### src/rtl/coef_serializer_pkg.sv
// Shared FIR coefficient-load defaults, serializer state encoding and word type.
package coef_serializer_pkg;

  localparam int NR_STAGES_DEF = 32;
  localparam int DWIDTH_DEF    = 16;
  localparam int CWIDTH_DEF    = NR_STAGES_DEF * DWIDTH_DEF;

  typedef enum logic [1:0] {
    IDLE  = 2'd0,
    FETCH = 2'd1,
    SHIFT = 2'd2,
    DONE  = 2'd3
  } state_t;

  // Bit 0 is the coefficient MSB.
  typedef logic [0:DWIDTH_DEF-1] coef_word_t;

  function automatic int cnt_width(input int n);
    return (n > 1) ? $clog2(n) : 1;
  endfunction

endpackage

### src/rtl/coef_serializer.sv
// Pulls NR_STAGES words over req/ack and shifts them LSB-first onto h/h_enabled.
// First bit two cycles after start; a one-word prefetch hides ack latency when the source keeps up.
module coef_serializer
  import coef_serializer_pkg::*;
#(
  parameter int NR_STAGES = NR_STAGES_DEF,
  parameter int DWIDTH    = DWIDTH_DEF
) (
  input  logic              clk,
  input  logic              rst,
  input  logic              start,
  output logic              coef_req,
  input  logic              coef_ack,
  input  logic [0:DWIDTH-1] coef_data,
  output logic              h,
  output logic              h_enabled,
  output logic              busy,
  output logic              done
);

  localparam int BW = cnt_width(DWIDTH);
  localparam int RW = cnt_width(NR_STAGES + 1);
  localparam logic [BW-1:0] BIT_LAST = BW'(DWIDTH - 1);
  localparam logic [RW-1:0] REQ_ALL  = RW'(NR_STAGES);

  typedef logic [0:DWIDTH-1] word_t;

  state_t        state, state_nx;
  word_t         act_q, buf_q;
  logic          buf_full;
  logic [BW-1:0] bit_cnt;
  logic [RW-1:0] req_cnt;
  logic          xfer;
  logic          last_bit;

  assign xfer     = coef_req & coef_ack;
  assign last_bit = (bit_cnt == BIT_LAST);

  always_comb begin
    state_nx  = state;
    coef_req  = 1'b0;
    h_enabled = 1'b0;
    h         = 1'b0;
    busy      = 1'b0;
    done      = 1'b0;
    case (state)
      IDLE: begin
        if (start) state_nx = FETCH;
      end
      FETCH: begin
        coef_req = 1'b1;
        busy     = 1'b1;
        if (xfer) state_nx = SHIFT;
      end
      SHIFT: begin
        busy      = 1'b1;
        h_enabled = 1'b1;
        h         = act_q[DWIDTH-1];
        coef_req  = !buf_full && (req_cnt != REQ_ALL);
        // A word arriving on the last bit goes straight to the active register.
        if (last_bit && !buf_full && !xfer)
          state_nx = (req_cnt == REQ_ALL) ? DONE : FETCH;
      end
      DONE: begin
        done     = 1'b1;
        state_nx = IDLE;
      end
      default: state_nx = IDLE;
    endcase
  end

  always_ff @(posedge clk) begin
    if (!rst) begin
      state    <= IDLE;
      act_q    <= '0;
      buf_q    <= '0;
      buf_full <= 1'b0;
      bit_cnt  <= '0;
      req_cnt  <= '0;
    end else begin
      state <= state_nx;
      case (state)
        IDLE: begin
          bit_cnt  <= '0;
          req_cnt  <= '0;
          buf_full <= 1'b0;
        end
        FETCH: begin
          if (xfer) begin
            act_q   <= coef_data;
            bit_cnt <= '0;
            req_cnt <= req_cnt + 1'b1;
          end
        end
        SHIFT: begin
          if (xfer) req_cnt <= req_cnt + 1'b1;
          if (last_bit) begin
            bit_cnt <= '0;
            if (buf_full) begin
              act_q    <= buf_q;
              buf_full <= 1'b0;
            end else if (xfer) begin
              act_q <= coef_data;
            end else begin
              act_q <= act_q >> 1;
            end
          end else begin
            bit_cnt <= bit_cnt + 1'b1;
            act_q   <= act_q >> 1;
            if (xfer) begin
              buf_q    <= coef_data;
              buf_full <= 1'b1;
            end
          end
        end
        default: ;
      endcase
    end
  end

endmodule
### config.mk
export PLATFORM = sky130hd
export DESIGN_NAME = coef_serializer
export DESIGN_NICKNAME = d
export VERILOG_FILES = /design/src/rtl/coef_serializer_pkg.sv /design/src/rtl/coef_serializer.sv
export SDC_FILE = /design/constraint.sdc
export NUM_CORES = 1
export LEC_CHECK = 0
export ABC_AREA = 1
export CAP_MARGIN = 25
export CORE_MARGIN = 5
export CORE_UTILIZATION = 30
export CTS_BUF_LIST = sky130_fd_sc_hd__clkbuf_4
export DETAILED_ROUTE_END_ITERATION = 7
export HOLD_SLACK_MARGIN = 0.06
export PLACE_DENSITY = 0.44
export SLEW_MARGIN = 15
export SYNTH_ARGS = -nofsm -noshare
export SYNTH_HDL_FRONTEND = slang
export SYNTH_SLANG_ARGS = --single-unit
export TNS_END_PERCENT = 30
### constraint.sdc
create_clock -name clk -period 2 [get_ports clk]
set_input_delay 0.3 -clock clk [delete_from_list [all_inputs] [get_ports clk]]
set_output_delay 0.3 -clock clk [all_outputs]
set_load 0.005 [all_outputs]
After elaboration in Yosys (flattened, before gate mapping)
Cells that the tools add are included.
Word-level totals
  register bits: 45
  input port bits: 20
  output and inout bits: 5
  logic and storage cells: 61
Cells by class
  add/subtract/negate cells: 2
  eq/ne operators: 11
  mux-type cells: 23
  bitwise logic cells: 2
  reduce and logical (&&, ||, !) cells: 17
Operators by type and width (number)
  two-way mux 16 bit: 4
  case mux 16 bit (2 select lines): 1
  case mux 4 bit (3 select lines): 1
  case mux 6 bit (2 select lines): 1
  two-way mux 2 bit: 4
  two-way mux 4 bit: 2
  case mux 2 bit (4 select lines): 1
  AND reduction 2 bit: 4
  adder 6 x 1 -> 6 bit, second input constant: 1
  equality test 6 bit, second input constant: 1
  two-way mux 1 bit: 6
  two-way mux 6 bit: 1
  != test 2 bit, second input constant: 3
  != test 6 bit, second input constant: 1
  AND reduction 3 bit: 2
  nonzero test 2 bit: 3
  adder 4 x 1 -> 4 bit, second input constant: 1
  equality test 2 bit, second input constant: 2
  equality test 4 bit, second input constant: 1
  case mux 1 bit (2 select lines): 2
  logical AND 1 bit: 3
  != test 3 bit, second input constant: 1
  nonzero test 3 bit: 1
  equality test 2 x 1 -> 1 bit, second input constant: 1
  other kinds (6): 7

Longest topological paths before layout
Gate-level depths: netlist (run 1).
  word-level depth: 8
  gate-level depth with buffers: 14
  depth with buffers taken out: 13

Least setup slack after synthesis (run 1)
OpenSTA, ideal clock, no wires.
  path kind: register to register
  from: register state[0]
  to: register bit_cnt[0]
  setup time: 0.113 ns
  data arrival time: 1.633 ns
  required time: 1.887 ns
  path slack: 0.254 ns
  cell stages (with the launch flop): 14
  buffers on the path: 2
  clock period less this slack: 1.746 ns
  cell sequence: dfxtp_1 > inv_1 > ha_1 > buf_4 > inv_2 > nor2_2 > nand2_2 > nand2_4 > nand3_2 > buf_6 > a21oi_4 > o21ai_0 > nand2_1 > nor2_1
Between the ends
  longest elaborated chain between the ends: 5
  elaborated cells on any way between the ends: 9
  those cells by class: eq/ne (3); mux (2); bitwise (1); reduce/logical (3)
Ends and longest elaborated chain
  start, declared: line coef_serializer.sv:28  | state_t state, state_nx;
  start signal, assigned: line coef_serializer.sv:81  | state <= state_nx;
  equality test 2 bit or equality test 2 x 1 -> 1 bit (tied branches): line coef_serializer.sv:46, coef_serializer.sv:82
  case mux 1 bit (2 select lines): line coef_serializer.sv:46  | case (state)
  AND 1 bit: line coef_serializer.sv:36  | assign xfer = coef_req & coef_ack;
  != test 2 bit (no line)
  AND reduction 2 bit (no line)
  end signal, assigned: line coef_serializer.sv:108  | bit_cnt <= bit_cnt + 1'b1;
  end, declared: line coef_serializer.sv:31  | logic [BW-1:0] bit_cnt;
Several ways; a longest one is shown, not always the timed one.
A chain may end at the register's enable or synchronous reset.

Final worst setup path (run 1)
  from: register state[0]
  to: output port done
Between the ends
  longest elaborated chain between the ends: 2
Ends and longest elaborated chain
  equality test 2 bit: line coef_serializer.sv:46
  two-way mux 1 bit: line coef_serializer.sv:46
  end, declared: line coef_serializer.sv:18  | output logic done
No other way between the ends.

==> tab_implementation.tex, run 1 <==
\begin{tabular}{lr}
\hline
Metric & Value \\
\hline
\multicolumn{2}{l}{\textbf{Run status}} \\
\quad Run status & complete, no violations \\
\multicolumn{2}{l}{\textbf{Yosys}} \\
\quad Unique cell type count in the Yosys netlist & 31 \\
\quad Share of async-settable or async-resettable flops after synthesis & 0\% \\
\quad Net count after synthesis & 460 \\
\quad Total of warnings raised by yosys & 0 \\
\quad Average size of a mapped cell & approximately 6.3 um\^{}2 \\
\quad Dominant register cell in the synthesized netlist & sky130\_fd\_sc\_hd\_\_dfxtp\_1 \\
\quad Count of mapped cells out of synthesis & 432 \\
\quad Biggest area consumer among synthesized cells & sky130\_fd\_sc\_hd\_\_dfxtp\_1 \\
\quad Sequential cell area fraction in the yosys report & 33.2\% \\
\quad Number of storage elements in the synthesis netlist & 45 \\
\quad Post-synth EDFFs & 0 \\
\quad Portion of synthesized cell area occupied by the leading cell type & 33.2\% \\
\quad Largest cells by area after synthesis & sky130\_fd\_sc\_hd\_\_dfxtp\_1, sky130\_fd\_sc\_hd\_\_nand2\_1, sky130\_fd\_sc\_hd\_\_a21oi\_1, sky130\_fd\_sc\_hd\_\_inv\_1, sky130\_fd\_sc\_hd\_\_nand3\_1 \\
\quad Leading post-synthesis cells by instance count & sky130\_fd\_sc\_hd\_\_nand2\_1, sky130\_fd\_sc\_hd\_\_a21oi\_1, sky130\_fd\_sc\_hd\_\_inv\_1, sky130\_fd\_sc\_hd\_\_dfxtp\_1, sky130\_fd\_sc\_hd\_\_nand3\_1 \\
\quad Top-count cell post-synth & sky130\_fd\_sc\_hd\_\_nand2\_1 \\
\quad Combined area of all synthesized cells & 0.00272 mm\^{}2 \\
\multicolumn{2}{l}{\textbf{GRT}} \\
\quad Number of antenna violations at the first check in global routing & 0 \\
\quad Pin count of the biggest net entering global routing & 25 \\
\quad First-pass GRT wire length & 13,300 um \\
\quad Number of global-route vias before repair & 2,584 \\
\quad GRT Util Overall & 14.6\% \\
\quad GRT Residual Overflow & 0 \\
\multicolumn{2}{l}{\textbf{Place}} \\
\quad DP Wirelength & 5200 um \\
\quad Gp weighted congestion & 0.762 \\
\quad Buffers on Ports & 24 \\
\multicolumn{2}{l}{\textbf{Layout}} \\
\quad Ant. Diodes & 0 \\
\quad \# nets final & just under 500 \\
\quad Ratio of cells with drive above 1 in the final layout & around 11\% \\
\quad Filler Cell Count & 981 \\
\quad Area growth syn-to-layout & 19.9\% \\
\quad Core Util, Final & 37.2\% \\
\multicolumn{2}{l}{\textbf{Critical path}} \\
\quad Data required, critical path & between 1500 and 2000 ps \\
\quad Highest fanout seen on the critical path & 4 \\
\quad Setup crit start kind & flip-flop \\
\quad Kind of cell adding the most delay to the critical path & buffers and inverters \\
\quad CP arrival & about 1600 ps \\
\quad Cell chain of the critical path & buf\_4 > ha\_1 > clkdlybuf4s50\_1 \\
\quad Crit Path Category & reg -> out \\
\quad Library cell contributing the largest single delay on the critical path & sky130\_fd\_sc\_hd\_\_clkdlybuf4s50\_1 \\
\quad Type of destination of the critical path & output port \\
\quad Number of buffer and inverter stages on the critical path & 2 \\
\quad Worst reg2reg setup slack & 220 ps \\
\quad CP peak stage delay & 530 ps \\
\multicolumn{2}{l}{\textbf{STA}} \\
\quad Total negative setup slack & 0 ps \\
\quad Slew Viols, Final & 0 \\
\quad Max-slew headroom at the worst pin & 79.0\% \\
\quad Setup repair after global routing missed its margin & yes \\
\quad Largest clock skew in the final design & 15.3 ps \\
\quad Fmax achieved & between 500 and 600 MHz \\
\quad Setup-failing EPs final & 0 \\
\quad Time the final worst path needs with I/O delays and setup & roughly 1900 ps \\
\quad Final hold violation count & 0 \\
\quad Actual slew at the worst max-slew pin & 315 ps \\
\quad Period utilisation layout & 95.5\% \\
\multicolumn{2}{l}{\textbf{Routing}} \\
\quad M1 WL & 3830 um \\
\quad Vias & roughly 2,700 \\
\quad DRC violation count after routing & 0 \\
\quad Met2 routed wirelength & 3650 um \\
\quad First-pass detailed-route iteration total & 4 \\
\quad Met3 WL & 378 um \\
\quad First-iteration detailed-routing DRC count & $\sim$110 \\
\quad Top Metal Used & met4 \\
\quad Total wire length & 7920 um \\
\quad Routed WL per cell & 13.9 um \\
\quad Number of vias per cell after detailed routing & 4.73 \\
\quad Final ANT Viol Nets & 0 \\
\multicolumn{2}{l}{\textbf{Die}} \\
\quad Full die area & 0.0111 mm\^{}2 \\
\quad Starting Density & 31.0\% \\
\quad Number of primary I/O pins & 25 \\
\quad Height of the chip & around 110 um \\
\quad Std cell rows & 34 \\
\quad Die outline width & 105 um \\
\quad Area of the core region & 0.00876 mm\^{}2 \\
\multicolumn{2}{l}{\textbf{Hold path}} \\
\quad HP Class & reg -> reg \\
\multicolumn{2}{l}{\textbf{Pwr}} \\
\quad Worst vdd ir & 0.296 mV \\
\quad Pwr Total & 3180 uW \\
\quad Power density cells & 976 mW/mm\^{}2 \\
\quad Leakage power total & 0.00129 uW \\
\multicolumn{2}{l}{\textbf{Clock tree}} \\
\quad Maximum level of the CTS H-tree & 2 \\
\quad TritonCTS Sinks & between 40 and 50 \\
\quad Buffer levels on the longest clock path & 2 \\
\quad Clock tree from TritonCTS & done \\
\quad Number of buffers inserted during clock tree synthesis & 5 \\
\quad Register clock-pin slew on the reported worst setup and hold paths & 150 ps \\
\quad Clk root buf & sky130\_fd\_sc\_hd\_\_clkbuf\_4 \\
\quad Insertion delay to the later sink of the worst-skew pair & 370 ps \\
\multicolumn{2}{l}{\textbf{Run}} \\
\quad Number of max-cap violations & 0 \\
\hline
\end{tabular}
-- timing repair --
| action | 4_1_cts | 5_1_grt |
|---|---|---|
| setup endpoints to repair | 4 | 2 |
| cloned | 0 | 0 |
| gates resized for setup | 12 | 4 |
| buffers inserted | 0 | 1 |
| pin swaps | 1 | 1 |
| hold buffers | 0 | 0 |
| endpoints found under the hold margin | 0 | 0 |
-- final timing paths --
| check | depth (start not counted) | from | to |
|---|---|---|---|
| hold reg to reg | 2 | buf_q[15] | buf_q[15] |
| setup reg to reg | 9 | state[1] | req_cnt[5] |
| hold / removal | 2 | buf_q[15] | buf_q[15] |
| setup / recovery | 3 | state[0] | done |
-- placed cells by master (no fill, tap or decap), types with 3 or more instances in the layout --
cell / count
sky130_fd_sc_hd__buf_12: 3
sky130_fd_sc_hd__clkbuf_4: 8
sky130_fd_sc_hd__o21ai_0: 22
sky130_fd_sc_hd__dfxtp_1: 41
sky130_fd_sc_hd__inv_2: 4
sky130_fd_sc_hd__a21oi_1: 60
sky130_fd_sc_hd__nand4_1: 15
sky130_fd_sc_hd__buf_4: 18
sky130_fd_sc_hd__nor2_1: 20
sky130_fd_sc_hd__inv_1: 49
sky130_fd_sc_hd__clkdlybuf4s50_1: 21
sky130_fd_sc_hd__dfxtp_2: 3
sky130_fd_sc_hd__nand2_1: 130
sky130_fd_sc_hd__ha_1: 7
sky130_fd_sc_hd__nand3_1: 30
-- power breakdown --
| group | switching (uW) | leakage [uW] | internal (uW) |
|---|---|---|---|
| clock | 307 | 0.0000368 | 182 |
| sequential | 91.1 | 0.000366 | 1020 |
| combinational | 983 | 0.000885 | 591 |
-- state kept, by name, indices dropped and copies added, names as in the netlist --
signal,cells
buf_full,1
bit_cnt,4
buf_q,16
state,2
act_q,16
req_cnt,6
-- area by class of cell --
type | instances | area, um^2 | share of cell area [%]
multi-input combinational | 308 | 1510 | 46.3
sequential | 45 | 908 | 27.9
timing repair buffer | 46 | 444 | 13.6
inverter | 53 | 199 | 6.11
tap | 108 | 135 | 4.15
clock buffer | 8 | 60.1 | 1.84
-- worst min-delay path: stages, from the launching register on --
cell and delay, ps:
sky130_fd_sc_hd__dfxtp_1 330, sky130_fd_sc_hd__inv_1 60, sky130_fd_sc_hd__a21oi_1 50
-- metrics by stage --
step	setup WS, ps	instances	instance area, um^2	hold slack, ps
2_1_floorplan	254	432	2720	430
3_3_place_gp	137	559	3150	445
3_5_place_dp	115	559	3150	452
4_1_cts	23.0	567	3240	472
5_1_grt	-9.88	568	3260	486
6_report	89.7	568	3260	467
-- per-layer routing --
metal / up-vias / global-route usage, %
met4: 0 / 3.29
met5: - / 0
li1: 1444 / -
met1: 1195 / 20.0
met3: 4 / 2.65
met2: 46 / 24.0
-- cells by family (layout without fill, tap and decap cells) --
family	Yosys count	in the layout	share of synthesized area [%]
AOI/OAI and AO/OA	90	90	17.4
xor gates and xnor gates	2	2	0.645
adders and majority gates	8	8	3.69
buffers and inverters	79	107	12.2
DFF	45	45	33.2
and+or+nand+nor	208	208	32.9
Note: power is estimated with default switching activity, not from simulation.
==> inputs of run 2 (changes only) <==
--- a/config.mk
+++ b/config.mk
@@ -13,6 +13,7 @@
 export DETAILED_ROUTE_END_ITERATION = 7
 export HOLD_SLACK_MARGIN = 0.06
 export PLACE_DENSITY = 0.44
+export SETUP_SLACK_MARGIN = 0.05
 export SLEW_MARGIN = 15
 export SYNTH_ARGS = -nofsm -noshare
 export SYNTH_HDL_FRONTEND = slang
==> tab_implementation.tex, run 2 (synthesized netlist as in run 1, its figures left out) <==
\begin{tabular}{lr}
\hline
Metric & Value \\
\hline
\multicolumn{2}{l}{\textbf{Run status}} \\
\quad Run status & complete, no violations \\
\multicolumn{2}{l}{\textbf{GRT}} \\
\quad GRT Util Overall & 14.6\% (about the same) \\
\quad GRT Residual Overflow & 0 (unchanged) \\
\quad Number of antenna violations at the first check in global routing & 0 (unchanged) \\
\quad First-pass GRT wire length & 13,300 um (-0.11\%) \\
\quad Pin count of the biggest net entering global routing & 25 (unchanged) \\
\quad Number of global-route vias before repair & 2,584 (unchanged) \\
\multicolumn{2}{l}{\textbf{Critical path}} \\
\quad CP peak stage delay & 530 ps (about the same) \\
\quad CP arrival & 1620 ps (about the same) \\
\quad Highest fanout seen on the critical path & 4 (unchanged) \\
\quad Library cell contributing the largest single delay on the critical path & sky130\_fd\_sc\_hd\_\_clkdlybuf4s50\_1 \\
\quad Type of destination of the critical path & output port \\
\quad Kind of cell adding the most delay to the critical path & buffers and inverters \\
\quad Number of buffer and inverter stages on the critical path & 2 (unchanged) \\
\quad Data required, critical path & 1700 ps (about the same) \\
\quad Crit Path Category & reg -> out \\
\quad Cell chain of the critical path & buf\_4 > ha\_1 > clkdlybuf4s50\_1 \\
\quad Setup crit start kind & flip-flop \\
\multicolumn{2}{l}{\textbf{Pwr}} \\
\quad Share of total power consumed by net switching & 43.5\% (+0.046 points) \\
\quad Leakage power total & 0.00129 uW (about the same) \\
\quad Power density cells & 980 mW/mm\^{}2 (+0.49\%) \\
\quad Clock network fraction of design power & 15.4\% (about the same) \\
\quad Share of power burned in combinational logic & 49.9\% (+0.3 points) \\
\quad P\_int & 1810 uW (+0.84\%) \\
\quad Power spent charging and discharging nets & 1400 uW (+1.0\%) \\
\quad Worst vdd ir & 0.303 mV (+2.4\%) \\
\quad Part of the total power dissipated in sequential elements & 34.7\% (-0.3 points) \\
\multicolumn{2}{l}{\textbf{Die}} \\
\quad Full die area & 0.0111 mm\^{}2 (unchanged) \\
\quad Area of the core region & 0.00876 mm\^{}2 (unchanged) \\
\quad Number of primary I/O pins & 25 (unchanged) \\
\quad Die outline width & 105 um (unchanged) \\
\quad Starting Density & 31.0\% (unchanged) \\
\quad Height of the chip & 105 um (unchanged) \\
\quad Std cell rows & 34 (unchanged) \\
\multicolumn{2}{l}{\textbf{STA}} \\
\quad Time the final worst path needs with I/O delays and setup & 1920 ps (+11.8 ps) \\
\quad Period utilisation layout & 96.1\% (+0.59 points) \\
\quad Worst Setup Slack, final & 77.9 ps (-11.8 ps) \\
\quad Fmax achieved & 520 MHz (-0.61\%) \\
\quad Setup repair after global routing missed its margin & yes \\
\quad Setup-failing EPs final & 0 (unchanged) \\
\quad Largest clock skew in the final design & 21.4 ps (+6.07 ps) \\
\quad Final hold violation count & 0 (unchanged) \\
\quad Actual slew at the worst max-slew pin & 318 ps (+3.76 ps) \\
\quad Max-slew headroom at the worst pin & 78.7\% (-0.25 points) \\
\quad Slew Viols, Final & 0 (unchanged) \\
\multicolumn{2}{l}{\textbf{Clock tree}} \\
\quad Clk root buf & sky130\_fd\_sc\_hd\_\_clkbuf\_4 \\
\quad Register clock-pin slew on the reported worst setup and hold paths & 150 ps (about the same) \\
\quad Buffer levels on the longest clock path & 2 (unchanged) \\
\quad TritonCTS Sinks & 45 (unchanged) \\
\quad Clock tree from TritonCTS & done \\
\quad Insertion delay to the later sink of the worst-skew pair & 370 ps (about the same) \\
\quad Maximum level of the CTS H-tree & 2 (unchanged) \\
\quad Number of buffers inserted during clock tree synthesis & 5 (unchanged) \\
\multicolumn{2}{l}{\textbf{Layout}} \\
\quad Filler Cell Count & 980 (-0.10\%) \\
\quad Multi-input gate area in the final layout & 0.00152 mm\^{}2 (+0.83\%) \\
\quad Ratio of cells with drive above 1 in the final layout & 12.0\% (+0.87 points) \\
\quad Highest-count cells in the layout ignoring fill and taps & sky130\_fd\_sc\_hd\_\_nand2\_1, sky130\_fd\_sc\_hd\_\_a21oi\_1, sky130\_fd\_sc\_hd\_\_inv\_1, sky130\_fd\_sc\_hd\_\_dfxtp\_1, sky130\_fd\_sc\_hd\_\_nand3\_1 \\
\quad \# nets final & 487 (unchanged) \\
\quad Largest registers & act\_q x16, buf\_q x16, req\_cnt x6 \\
\quad Storage element area & 908 um\^{}2 (unchanged) \\
\quad Ant. Diodes & 0 (unchanged) \\
\quad Leading cell type in the layout, fill and taps excluded & sky130\_fd\_sc\_hd\_\_nand2\_1 \\
\quad Final non-filler cell total & 568 (unchanged) \\
\quad Area growth syn-to-layout & 20.4\% \\
\multicolumn{2}{l}{\textbf{Routing}} \\
\quad Routed WL per cell & 13.9 um (-0.49\%) \\
\quad Final ANT Viol Nets & 0 (unchanged) \\
\quad First-pass detailed-route iteration total & 4 (unchanged) \\
\quad Vias & 2,694 (+0.19\%) \\
\quad Number of vias per cell after detailed routing & 4.74 (+0.19\%) \\
\quad First-iteration detailed-routing DRC count & 125 (+9.6\%) \\
\quad DRC violation count after routing & 0 (unchanged) \\
\quad Total wire length & 7880 um (-0.49\%) \\
\multicolumn{2}{l}{\textbf{Place}} \\
\quad Placed cell count & 559 (unchanged) \\
\quad Buffers on Ports & 24 (unchanged) \\
\quad DP Wirelength & 5200 um (unchanged) \\
\quad Post-placement setup slack & 115 ps (unchanged) \\
\quad Gp weighted congestion & 0.762 (unchanged) \\
\multicolumn{2}{l}{\textbf{Hold path}} \\
\quad HP Class & reg -> reg \\
\multicolumn{2}{l}{\textbf{Run}} \\
\quad Number of max-cap violations & 0 (unchanged) \\
\hline
\end{tabular}
run 2: cell count changes in the layout (fill, tap and decap cells not counted):
cell                              previous run  this run
sky130_fd_sc_hd__clkdlybuf4s15_1             1         0
sky130_fd_sc_hd__inv_2                       4         6
sky130_fd_sc_hd__ha_4                        1         2
sky130_fd_sc_hd__inv_1                      49        47
sky130_fd_sc_hd__clkdlybuf4s15_2             0         1
sky130_fd_sc_hd__ha_1                        7         6
run 2: worst reg2reg max path, cell delays in order, from the launching register on:
cell and delay [ps]:
sky130_fd_sc_hd__dfxtp_4 400, sky130_fd_sc_hd__inv_1 110, sky130_fd_sc_hd__ha_4 290, sky130_fd_sc_hd__buf_4 140, sky130_fd_sc_hd__nand3_2 110, sky130_fd_sc_hd__buf_4 200, sky130_fd_sc_hd__a21oi_4 220, sky130_fd_sc_hd__o21ai_0 120
sky130_fd_sc_hd__nand2_1 70, sky130_fd_sc_hd__nor2_1 40
run 2: final timing paths:
| kind | slack [ps] | end | from | depth (start not counted) |
|---|---|---|---|---|
| max | 80 | done | state[0] | 3 |
| min | 470 | buf_q[15] | buf_q[15] | 2 |
| max reg2reg | 230 | bit_cnt[0] | state[1] | 9 |
| min reg2reg | 470 | buf_q[15] | buf_q[15] | 2 |
run 2: through the flow:
step	hold slack [ps]	TNS (ps)	total power [uW]	cell area, um^2	util [%]
4_1_cts	472	0	3230	3240	37.0
2_1_floorplan	430	0	2140	2720	-
6_report	467	0	3210	3270	37.3
3_5_place_dp	452	0	2700	3150	36.0
3_3_place_gp	445	0	2710	3150	36.0
5_1_grt	486	-1.07	3490	3270	37.3
run 2: layout make-up:
| cell class | instances | area share [%] |
|---|---|---|
| multi-input combinational | 308 | 46.5 |
| timing repair buffer | 46 | 13.6 |
| inverter | 53 | 6.08 |
| tap | 108 | 4.13 |
| sequential | 45 | 27.8 |
| clock buffer | 8 | 1.84 |
run 2: routing by layer:
metal | routed length (um) | part of all wire, % | GRT usage, %
met3 | 352 | 4.5 | 2.65
met5 | 0 | 0 | 0
met2 | 3640 | 46 | 24.0
met1 | 3830 | 49 | 19.9
met4 | 59 | 0.75 | 3.29
run 2: repair_timing:
item,4_1_cts,5_1_grt
pin swaps,1,1
cloned,0,0
setup buffers,0,1
resized for setup,14,6
setup endpoints to repair,5,8
hold buffers,0,0
endpoints found under the hold margin,0,0
run 2: power by group through the flow:
stage	clock network [uW]	registers, uW	logic, uW
3_3_place_gp	0	1120	1580
6_report	493	1110	1600
4_1_cts	525	1110	1590
3_5_place_dp	0	1120	1580
5_1_grt	553	1130	1810
2_1_floorplan	0	1110	1040
